==> src/rtl/div_pkg.sv <==
// -----------------------------------------------------------------------------
// div_pkg
// Shared definitions for the sequential restoring divider (div_seq_ctrl).
//   - div_state_e   : controller states
//   - DIV_WIDTH     : default operand/quotient/remainder width
//   - DIV_CNT_W     : default iteration counter width (2**DIV_CNT_W > DIV_WIDTH)
//   - DIV_BY_ZERO_Q : quotient reported when the divisor is zero (all ones)
// -----------------------------------------------------------------------------
package div_pkg;

  localparam int DIV_WIDTH = 32;
  localparam int DIV_CNT_W = 6;

  localparam logic [DIV_WIDTH-1:0] DIV_BY_ZERO_Q = '1;

  typedef enum logic [1:0] {
    IDLE = 2'd0,
    ITER = 2'd1,
    FIX  = 2'd2,
    DONE = 2'd3
  } div_state_e;

endpackage

==> src/rtl/div_step.sv <==
// -----------------------------------------------------------------------------
// div_step
// One combinational restoring-division step.
//   a      in  WIDTH  partial remainder
//   q      in  WIDTH  dividend bits still to shift in / quotient bits so far
//   m      in  WIDTH  divisor magnitude
//   a_next out WIDTH  partial remainder after the step
//   q_next out WIDTH  q shifted left, new quotient bit in bit 0
// -----------------------------------------------------------------------------
module div_step
  import div_pkg::*;
#(
  parameter int WIDTH = DIV_WIDTH
) (
  input  logic [WIDTH-1:0] a,
  input  logic [WIDTH-1:0] q,
  input  logic [WIDTH-1:0] m,
  output logic [WIDTH-1:0] a_next,
  output logic [WIDTH-1:0] q_next
);

  logic [WIDTH:0] a_sh;
  logic [WIDTH:0] trial;

  // a < m holds on entry, so 2a+1 fits in WIDTH+1 bits and the trial
  // subtraction's top bit is a reliable borrow/sign indicator.
  assign a_sh  = {a, q[WIDTH-1]};
  assign trial = a_sh - {1'b0, m};

  assign a_next = trial[WIDTH] ? a_sh[WIDTH-1:0] : trial[WIDTH-1:0];
  assign q_next = {q[WIDTH-2:0], ~trial[WIDTH]};

endmodule

==> src/rtl/div_seq_ctrl.sv <==
// -----------------------------------------------------------------------------
// div_seq_ctrl
// Multi-cycle restoring divider for DIV/DIVU, one quotient bit per clock.
//   clk         in   rising-edge clock
//   rst         in   synchronous active-high reset
//   start       in   divide request, sampled only when not busy
//   sign_en     in   1 = signed DIV, 0 = unsigned DIVU
//   dividend    in   WIDTH dividend, captured on accept
//   divisor     in   WIDTH divisor, captured on accept
//   busy        out  divide in flight (ITER/FIX); stall source
//   done        out  one-cycle pulse, results valid from this cycle
//   div_by_zero out  divisor was zero; held with the results
//   lo_out      out  WIDTH quotient
//   hi_out      out  WIDTH remainder
// Build option: define DIV_EARLY_OUT_EN to skip the iterations when
// |dividend| < |divisor| (quotient 0, remainder = dividend).
// -----------------------------------------------------------------------------
module div_seq_ctrl
  import div_pkg::*;
#(
  parameter int WIDTH = DIV_WIDTH,
  parameter int CNT_W = DIV_CNT_W
) (
  input  logic             clk,
  input  logic             rst,
  input  logic             start,
  input  logic             sign_en,
  input  logic [WIDTH-1:0] dividend,
  input  logic [WIDTH-1:0] divisor,
  output logic             busy,
  output logic             done,
  output logic             div_by_zero,
  output logic [WIDTH-1:0] lo_out,
  output logic [WIDTH-1:0] hi_out
);

  div_state_e       state, state_next;
  logic [WIDTH-1:0] a_r, q_r, m_r;
  logic [WIDTH-1:0] a_nx, q_nx;
  logic             q_neg, r_neg;
  logic [CNT_W-1:0] count;

  logic             accept;
  logic             dvs_zero;
  logic             early_out;
  logic             last_iter;
  logic [WIDTH-1:0] dvd_mag, dvs_mag;

  // Magnitudes are only taken for signed divides; DIVU uses the raw bits.
  assign dvd_mag  = (sign_en && dividend[WIDTH-1]) ? -dividend : dividend;
  assign dvs_mag  = (sign_en && divisor[WIDTH-1])  ? -divisor  : divisor;
  assign dvs_zero = (divisor == '0);

  // DONE accepts too, so a new divide can follow back-to-back.
  assign accept    = start && ((state == IDLE) || (state == DONE));
  assign last_iter = (count == CNT_W'(WIDTH - 1));

`ifdef DIV_EARLY_OUT_EN
  assign early_out = !dvs_zero && (dvd_mag < dvs_mag);
`else
  assign early_out = 1'b0;
`endif

  div_step #(.WIDTH(WIDTH)) u_step (
    .a      (a_r),
    .q      (q_r),
    .m      (m_r),
    .a_next (a_nx),
    .q_next (q_nx)
  );

  // NOTE: sequential state uses non-blocking assignments so every register
  // samples the pre-edge values, independent of statement order.
  always_ff @(posedge clk) begin
    if (rst) state <= IDLE;
    else     state <= state_next;
  end

  // NOTE: every output of this block gets a default first; a path that left
  // one unassigned would infer a latch.
  always_comb begin
    state_next = state;
    busy       = 1'b0;
    done       = 1'b0;
    case (state)
      IDLE, DONE: begin
        done = (state == DONE);
        if (accept) begin
          if (dvs_zero)       state_next = DONE;
          else if (early_out) state_next = FIX;
          else                state_next = ITER;
        end else begin
          state_next = IDLE;
        end
      end
      ITER: begin
        busy = 1'b1;
        if (last_iter) state_next = FIX;
      end
      FIX: begin
        busy       = 1'b1;
        state_next = DONE;
      end
      default: state_next = IDLE;
    endcase
  end

  // Datapath registers and result holding.
  always_ff @(posedge clk) begin
    if (rst) begin
      a_r         <= '0;
      q_r         <= '0;
      m_r         <= '0;
      q_neg       <= 1'b0;
      r_neg       <= 1'b0;
      count       <= '0;
      div_by_zero <= 1'b0;
      lo_out      <= '0;
      hi_out      <= '0;
    end else if (accept) begin
      m_r         <= dvs_mag;
      q_neg       <= sign_en && (dividend[WIDTH-1] ^ divisor[WIDTH-1]);
      r_neg       <= sign_en && dividend[WIDTH-1];
      count       <= '0;
      div_by_zero <= dvs_zero;
      if (dvs_zero) begin
        // Results are final immediately: quotient all ones, raw dividend.
        a_r    <= '0;
        q_r    <= dvd_mag;
        lo_out <= WIDTH'(DIV_BY_ZERO_Q);
        hi_out <= dividend;
      end else begin
        a_r    <= early_out ? dvd_mag : '0;
        q_r    <= early_out ? '0 : dvd_mag;
        lo_out <= '0;
        hi_out <= '0;
      end
    end else begin
      case (state)
        ITER: begin
          a_r   <= a_nx;
          q_r   <= q_nx;
          count <= count + 1'b1;
        end
        FIX: begin
          // Remainder takes the dividend's sign, quotient the XOR of signs.
          lo_out <= q_neg ? -q_r : q_r;
          hi_out <= r_neg ? -a_r : a_r;
        end
        default: ;
      endcase
    end
  end

endmodule

==> config.mk <==
export PLATFORM = sky130hd
export DESIGN_NAME = div_seq_ctrl
export DESIGN_NICKNAME = d
export VERILOG_FILES = /design/src/rtl/div_pkg.sv /design/src/rtl/div_step.sv /design/src/rtl/div_seq_ctrl.sv
export SDC_FILE = /design/constraint.sdc
export NUM_CORES = 1
export LEC_CHECK = 0
export ABC_CLOCK_PERIOD_IN_PS = 3100
export CAP_MARGIN = 5
export CORE_AREA = 5 5 157 159
export DETAILED_ROUTE_END_ITERATION = 8
export DIE_AREA = 0 0 162 164
export PLACE_DENSITY = 0.78
export SKIP_CTS_REPAIR_TIMING = 1
export SYNTH_ARGS = -nofsm -noshare
export SYNTH_HDL_FRONTEND = slang
export SYNTH_SLANG_ARGS = --single-unit
==> constraint.sdc <==
create_clock -name clk -period 3.1 [get_ports clk]
set_clock_uncertainty 0.2 [all_clocks]
set_input_delay 0.31 -clock clk [delete_from_list [all_inputs] [get_ports clk]]
set_output_delay 0.31 -clock clk [all_outputs]
set_load 0.02 [all_outputs]
==> results.yml, run 1 <==
yosys:
  ys_seq_area_frac: 0.3036
  synth-simple-area-share: 0.1731
  synth_top_area_cell: "dfxtp_1"
  synth_top_family_by_area: "compound AO/OA/AOI/OAI gates"
  synthAdderAreaFrac: 0.04616
  synth-compound-area-share: 0.2553
  ys_top_cells_by_area: "dfxtp_1 30%, xor2_1 7.1%, a21oi_1 6.2%"
  synth_flop_cell: "dfxtp_1"
  synth.distinct_cells: 67
  yosysTopAreaCellShare: 0.3036
  async_flop_share: 0
  syn-cell-area_sq_um: 11280
  synth-xor-area-share: 0.1165
  netlist_instances: 1443
  synth_warnings: 0
  synth-edff-count: 0
  ys_seq_elements: 171
  syn_avg_cell_area_sq_um: 7.815
  syn_nets: 1552
  synthMuxAreaShare: 0.05148
timing:
  period_minus_slack_ps: 3375
  finalCritPeriodShare: 1.089
  hold_violations: 0
  maxSlewViolCount: 0
  tightest_slew_ps: 951.3
  fmax_mhz: 296.3
  rsz0062_at_grt: "true"
  hold_ws_ps: 157.2
  setup_viol: 32
  relSlewSlack: 0.3650
  setup_slack_ps: -274.6
global_routing:
  grt_remaining_overflow: 0
  antenna_found_initial: 0
  grt_max_degree: 79
  track_usage: 0.2389
  grt_pass1_wl_mm: 52.11
  grt_pass1_vias: 10490
min_path:
  min_path_type: "input pin to register"
  hp-start: "rst"
  hold_end: "hi_out[22]"
  whs_path_depth: 2
route:
  ant_nets: 0
  drtIter0Drc: 1250
  avgRoutedWirePerCell_um: 17.37
  firstDrtPassIters: 5
  drc: 0
  viasPerCell: 5.894
  routed_wl_mm: 33.25
  vias: 11280
setup_path:
  slowest_delay_ps: 360
  path_max_fanout: 8
  cpMaxStageDelayCell: "dfxtp_2"
  cp-end-kind: "register"
  cp.buffers_inverters: 3
  rr_worst_depth: 14
  r2r_setup_slack_ps: -270
  arrival_ps: 3490
  crit_required_ps: 3220
  r2r_start: "q_r[31]"
  r2r-end: "a_r[11]"
  worst_setup_path_start_kind: "register"
  worstPathCellList: "inv_4, ha_4, fa_2, nand2b_4, a21o_1, a211oi_2, a21o_1, a31oi_4, o31ai_4, xor2_4, buf_12, clkbuf_16, mux2i_1, a21oi_1"
  cpMostUsedCell: "a21o_1"
  critical_path_class: "register to register"
  crit_family: "compound AO/OA/AOI/OAI gates"
power:
  total_power_mw: 15.82
  power.density_nw_per_um2: 1109
  leakage_nw: 5.371
  ir_worst_vdd_v: 0.0005177
finish:
  area_growth_syn_to_layout_pct: 26.48
  final_nets: 1719
  drive_gt1_frac: 0.1109
placement:
  numPortBuffers: 134
  place_congestion: 0.8838
  dpl.hpwl_mm: 24.90
die:
  core_area_sq_um: 23120
  placementRows: 56
  die_h_um: 164
  start_util: 0.4877
  dieArea_sq_um: 26570
  io_pins: 135
  die_x_um: 162
flow_run:
  drv_cap: 0
clock_network:
  cts_tree: "built"
  clock_sinks: 171
  cts_max_path_buffers: 2
  path_clk_slew_ps: 70
  root_buffer: "clkbuf_16"
  cts_made_buffers: 17
  htree_levels: 4
  clock_latency_ps: 450
run_status:
  status: "complete, but fails checks"
  violations: "negative setup slack"
## power breakdown
group	leakage, nW	internal, mW	total (mW)	switching, mW
clock	0.278	1.07	2.10	1.03
sequential	1.40	2.94	3.65	0.711
combinational	3.69	4.50	10.1	5.57
## area by class of cell
| class | instances | area, sq um |
|---|---|---|
| fillers | 1992 | 8859 |
| clock buffers | 17 | 425.4 |
| repair buffers | 243 | 2301 |
| well taps | 290 | 362.8 |
| flip-flops and latches | 171 | 3426 |
| inverters | 58 | 220.2 |
| clock inverters | 15 | 150.1 |
| diodes | 1 | 2.502 |
| multi-input cells | 1119 | 7376 |
## cells in the mapped netlist, drive strengths merged, types with 15 or more instances
library cell and number:
inv 58, or3 15, nand2 121, mux2i 58, buf 21, o21ai 88, nor2 148, ha 40
clkbuf 74, nor3 40, nand4 15, o211ai 43, nand3 24, a21oi 139, xor2 91, dfxtp 171
a211oi 72, xnor2 59, o31ai 31
## per-layer routing
metal	up-vias	GRT usage	wire length [um]
li1	5550	-	-
met2	425	0.4104	15890
met1	5244	0.3060	14420
met5	-	0	0
met3	62	0.03538	2000
met4	0	0.08727	941
## cell families after synthesis
group                    after synthesis
AO/OA/AOI/OAI                        450
AND/OR/NAND/NOR                      420
flip-flops                           171
buffers and inverters                153
XOR/XNOR                             150
multiplexers                          58
adder cells (fa/ha/maj)               41
## how the worst max path moves through the flow
stage | startpoint | to | slack, ps | cells past startpoint
after detailed placement | dividend[13] | q_r[29] | -360 | 10
after floorplan | q_r[31] | a_r[13] | -7 | 14
final | q_r[31] | a_r[11] | -270 | 14
after CTS | q_r[31] | a_r[21] | -220 | 13
after global placement | dividend[14] | q_r[29] | -340 | 10
after global routing | q_r[31] | a_r[11] | -360 | 14
## sequential cells by signal, summed over array words and instances, names as in the netlist
name / cells
count: 6
hi_out: 32
r_neg: 1
q_neg: 1
q_r: 32
div_by_zero: 1
state: 2
lo_out: 32
m_r: 32
a_r: 32
## through the flow
step,setup TNS (ps),cells,area (sq um),utilization,worst slack [ps]
after detailed placement,-5940,1875,13510,0.5844,-356.6
final,-6628,1914,14260,0.6169,-274.6
after CTS,-5048,1907,14090,0.6093,-220.4
after global routing,-10120,1913,14260,0.6168,-361.3
after global placement,-4022,1875,13510,0.5844,-341.7
after floorplan,-74.06,1443,11310,-,-6.939
## cell usage in the layout, fill, tap and decap left out, types with 3 or more instances in the layout
master           instances
dfxtp_1                169
nor2_1                 147
a21oi_1                139
clkdlybuf4s50_1        133
nand2_1                119
buf_4                   99
xor2_1                  90
o21ai_0                 86
a211oi_1                70
xnor2_1                 59
inv_1                   57
mux2i_1                 57
o211ai_1                43
ha_1                    37
nor3_1                  36
o31ai_1                 28
nand3_1                 24
clkbuf_16               20
nand4_1                 14
or3_1                   13
a21o_1                  12
o41ai_1                 12
a31oi_1                 10
a311oi_1                 9
or4_1                    9
a22oi_1                  9
nor4_1                   8
and2_1                   7
buf_12                   7
nand2b_1                 6
o21a_1                   5
and3_1                   5
nor2b_1                  5
a221oi_1                 5
nor3_2                   4
inv_6                    4
inv_8                    4
or2_2                    3
Power figures use the tool's default switching activity.
==> run 2, diff against run 1 <==
CAP_MARGIN = 20   (was 5)
MAX_ROUTING_LAYER = met4   (was unset)
==> results.yml, run 2 (synthesized netlist as in run 1, its figures left out) <==
clock_network:
  root_buffer: "clkbuf_16"
  clock_latency_ps: 440
  cts_tree: "built"
  path_clk_slew_ps: 70
  htree_levels: 4
  clock_sinks: 171
  cts_made_buffers: 17
  cts_max_path_buffers: 2
setup_path:
  slowest_delay_ps: 380
  path_max_fanout: 7
  critPathLaunch: "q_r[31]"
  worstPathCellList: "inv_4, ha_4, fa_2, nand2b_4, a21o_1, a211oi_2, a21o_1, a31oi_4, o31ai_4, xor2_4, buf_6, clkbuf_16, mux2i_1, a21oi_1"
  cpMaxStageDelayCell: "o31ai_4"
  r2r_setup_slack_ps: -310
  cp_num_cells: 14
  arrival_ps: 3500
  r2r_start: "q_r[31]"
  r2r-end: "a_r[22]"
  cp.buffers_inverters: 3
  cp-end-kind: "register"
  cpMostUsedCell: "a21o_1"
  worst_setup_path_start_kind: "register"
  crit_family: "compound AO/OA/AOI/OAI gates"
  critical_path_class: "register to register"
  crit_required_ps: 3200
  rr_worst_depth: 14
  cp-endpoint: "a_r[22]"
power:
  ir_worst_vdd_v: 0.0005894
  power.density_nw_per_um2: 1121
  leakage_nw: 5.354
die:
  io_pins: 135
  die_h_um: 164
  placementRows: 56
  die_x_um: 162
  dieArea_sq_um: 26570
  start_util: 0.4877
  core_area_sq_um: 23120
finish:
  fill_cells: 1960
  multiInputGateArea_sq_um: 7432
  drive_gt1_frac: 0.1147
  layout_commonest_cell: "dfxtp_1"
  most-common-layout-cells: "169 x dfxtp_1, 147 x nor2_1, 139 x a21oi_1"
  instances_no_fill: 1911
  n_antenna_cell: 0
  final_area_sq_um: 14290
  final_nets: 1717
  regArea_sq_um: 3426
  utilization: 0.6179
  area_growth_syn_to_layout_pct: 26.70
timing:
  rsz0062_at_grt: "true"
  hold_violations: 0
  setup_viol: 32
  tightest_slew_ps: 994.7
  setup_slack_ps: -306.1
  finalCritPeriodShare: 1.099
  period_minus_slack_ps: 3406
  fmax_mhz: 293.6
  relSlewSlack: 0.3359
  maxSlewViolCount: 0
placement:
  dpl.hpwl_mm: 24.67
  placed_cells: 1870
  placed_cell_area_sq_um: 13480
  place_congestion: 0.9040
  numPortBuffers: 134
route:
  drtIter0Drc: 958
  viasPerCell: 5.885
  firstDrtPassIters: 8
  ant_nets: 0
  routed_wl_mm: 33.35
  drc: 0
  vias: 11250
  avgRoutedWirePerCell_um: 17.45
global_routing:
  grt_max_degree: 107
  antenna_found_initial: 0
  track_usage: 0.2469
  grt_pass1_vias: 10370
  grt_remaining_overflow: 0
  grt_pass1_wl_mm: 52.46
min_path:
  min_path_type: "input pin to register"
run_status:
  status: "complete, but fails checks"
  violations: "negative setup slack"
flow_run:
  drv_cap: 0
run 2: worst min path at each step:
stage | from | to | slack [ps] | cells after the start
2_1_floorplan | dividend[31] | hi_out[31] | 220 | 2
3_5_place_dp | m_r[31] | m_r[31] | 250 | 2
3_3_place_gp | m_r[22] | m_r[22] | 240 | 2
4_1_cts | rst | hi_out[22] | 120 | 2
5_1_grt | rst | m_r[31] | 150 | 2
6_report | rst | hi_out[22] | 130 | 2
run 2: area by class of cell:
class,count,area share
clock buffer,18,0.03004
clock inverter,14,0.009721
inverter,58,0.01541
multi-input combinational,1119,0.5202
sequential,171,0.2398
tap,290,0.02540
timing repair buffer,241,0.1595
run 2: metal layers:
metal / GRT usage / part of all wire / vias to the layer above
li1: - / - / 5528
met1: 0.3114 / 0.44 / 5218
met2: 0.4170 / 0.48 / 432
met3: 0.03614 / 0.061 / 69
met4: 0.06728 / 0.023 / 0
met5: - / 0 / -
run 2: where the power goes:
part / switching, mW / total, mW / internal (mW)
logic: 5.69 / 10.3 / 4.59
registers: 0.707 / 3.64 / 2.94
clock network: 0.976 / 2.10 / 1.13
run 2: through the flow:
step / total power [mW] / hold slack [ps] / setup WS (ps) / setup TNS (ps)
2_1_floorplan: 10.14 / 218.6 / -6.939 / -74.06
3_3_place_gp: 12.73 / 240.3 / -343.1 / -4509
3_5_place_dp: 12.97 / 248.1 / -346.4 / -6712
4_1_cts: 15.11 / 118.6 / -234.8 / -5643
5_1_grt: 17.06 / 145.3 / -379.1 / -10430
6_report: 16.02 / 132.2 / -306.1 / -7240
==> run 3, diff against run 2 <==
CORE_AREA = 5 5 154 156   (was 5 5 157 159)
DIE_AREA = 0 0 159 161   (was 0 0 162 164)
PLACE_DENSITY = 0.81   (was 0.78)
SLEW_MARGIN = 15   (was unset)
==> results.yml, run 3 (synthesized netlist as in run 1, its figures left out) <==
route:
  drtIter0Drc: 1000
  firstDrtPassIters: 6
  drc: 0
  viasPerCell: 5.950
  vias: 11400
  routed_wl_mm: 33.74
  ant_nets: 0
  avgRoutedWirePerCell_um: 17.62
clock_network:
  clock_latency_ps: 440
  cts_max_path_buffers: 2
  htree_levels: 4
  path_clk_slew_ps: 70
  cts_tree: "built"
  root_buffer: "clkbuf_16"
  clock_sinks: 171
  cts_made_buffers: 17
die:
  io_pins: 135
  die_x_um: 159
  core_area_sq_um: 22230
  placementRows: 55
  die_h_um: 161
  start_util: 0.5073
  dieArea_sq_um: 25600
timing:
  maxSlewViolCount: 0
  finalCritPeriodShare: 1.078
  hold_violations: 0
  setup_viol: 32
  setup_slack_ps: -240.5
  rsz0062_at_grt: "true"
  period_minus_slack_ps: 3340
  fmax_mhz: 299.4
  finalSetupTns_ps: -5814
  tightest_slew_ps: 877.8
  relSlewSlack: 0.4140
run_status:
  status: "complete, but fails checks"
  violations: "negative setup slack"
finish:
  final_nets: 1725
  most-common-layout-cells: "169 x dfxtp_1, 147 x nor2_1, 139 x a21oi_1"
  drive_gt1_frac: 0.1160
  area_growth_syn_to_layout_pct: 26.83
  layout_commonest_cell: "dfxtp_1"
  fill_cells: 1795
flow_run:
  drv_cap: 0
global_routing:
  grt_max_degree: 121
  track_usage: 0.2551
  antenna_found_initial: 1
  grt_remaining_overflow: 0
  grt_pass1_wl_mm: 53.52
  grt_pass1_vias: 10750
power:
  power.density_nw_per_um2: 1107
  ir_worst_vdd_v: 0.0004703
  total_power_mw: 15.84
  leakage_nw: 5.387
setup_path:
  slowest_delay_ps: 360
  crit_family: "compound AO/OA/AOI/OAI gates"
  cpMaxStageDelayCell: "o31ai_4"
  crit_required_ps: 3190
  cp.buffers_inverters: 3
  critical_path_class: "register to register"
  worstPathCellList: "inv_2, ha_4, fa_2, nand2b_4, a21o_1, a211oi_2, a21o_1, a31oi_4, o31ai_4, xor2_4, buf_12, buf_12, mux2i_1, a21oi_1"
  path_max_fanout: 10
  worst_setup_path_start_kind: "register"
  cp-end-kind: "register"
  arrival_ps: 3430
placement:
  dpl.hpwl_mm: 25.31
  place_congestion: 0.9224
  numPortBuffers: 134
min_path:
  min_path_type: "input pin to register"
[run 3: cell types whose count changed in the layout (fill, tap and decap cells not counted), sizes merged]
cell / before / now
buf: 106 / 115
clkinv: 4 / 1
inv: 64 / 67
clkbuf: 20 / 19
diode: 0 / 1
[run 3: worst paths after layout]
kind / start / end / slack (ps) / depth (start not counted)
worst min register to register: m_r[22] / m_r[22] / 250 / 2
worst max register to register: q_r[31] / a_r[4] / -240 / 14
worst min-delay path: rst / hi_out[22] / 20 / 2
worst max-delay path: q_r[31] / a_r[4] / -240 / 14
[run 3: routing by layer]
layer | wire length, um | vias to the layer above | part of all wire | global-route usage
li1 | - | 5562 | - | -
met1 | 14230 | 5323 | 0.42 | 0.3150
met2 | 16210 | 433 | 0.48 | 0.4242
met3 | 2214 | 77 | 0.066 | 0.03853
met4 | 1091 | 0 | 0.032 | 0.09616
met5 | 0 | - | 0 | -
[run 3: final cells by class]
class / count / area [sq um] / share of cell area
Multi-Input combinational cell: 1119 / 7405 / 0.5177
Sequential cell: 171 / 3426 / 0.2395
Timing Repair Buffer: 249 / 2306 / 0.1612
Clock buffer: 18 / 439.2 / 0.03071
Tap cell: 285 / 356.6 / 0.02493
Inverter: 58 / 217.7 / 0.01522
Clock inverter: 14 / 150.1 / 0.01050
Antenna cell: 1 / 2.502 / 0.0001750
[run 3: worst register-to-register path: cells and delay by family, from the launching register on]
family / cells / cell delay (ps)
adders and majority gates: 2 / 510
xor gates and xnor gates: 1 / 190
and+or+nand+nor: 1 / 150
AOI/OAI and AO/OA: 6 / 1240
buffers and inverters: 3 / 370
DFF: 1 / 340
muxes: 1 / 200
[run 3: power breakdown]
group | total [mW] | internal, mW | leakage [nW] | switching, mW
clock | 2.16 | 1.16 | 0.280 | 1.00
sequential | 3.65 | 2.94 | 1.40 | 0.713
combinational | 10.0 | 4.44 | 3.70 | 5.58
total | 15.8 | 8.54 | 5.39 | 7.30
[run 3: per-stage QoR]
stage / instances / setup slack [ps] / util / instance area [sq um] / hold slack [ps]
after floorplan: 1443 / -6.939 / - / 11310 / 218.6
after global placement: 1877 / -387.7 / 0.6095 / 13550 / 241.4
after detailed placement: 1877 / -399.0 / 0.6095 / 13550 / 245.8
after CTS: 1909 / -263.4 / 0.6360 / 14140 / 13.33
after global routing: 1915 / -349.3 / 0.6435 / 14300 / 20.41
final: 1915 / -240.5 / 0.6435 / 14300 / 23.67
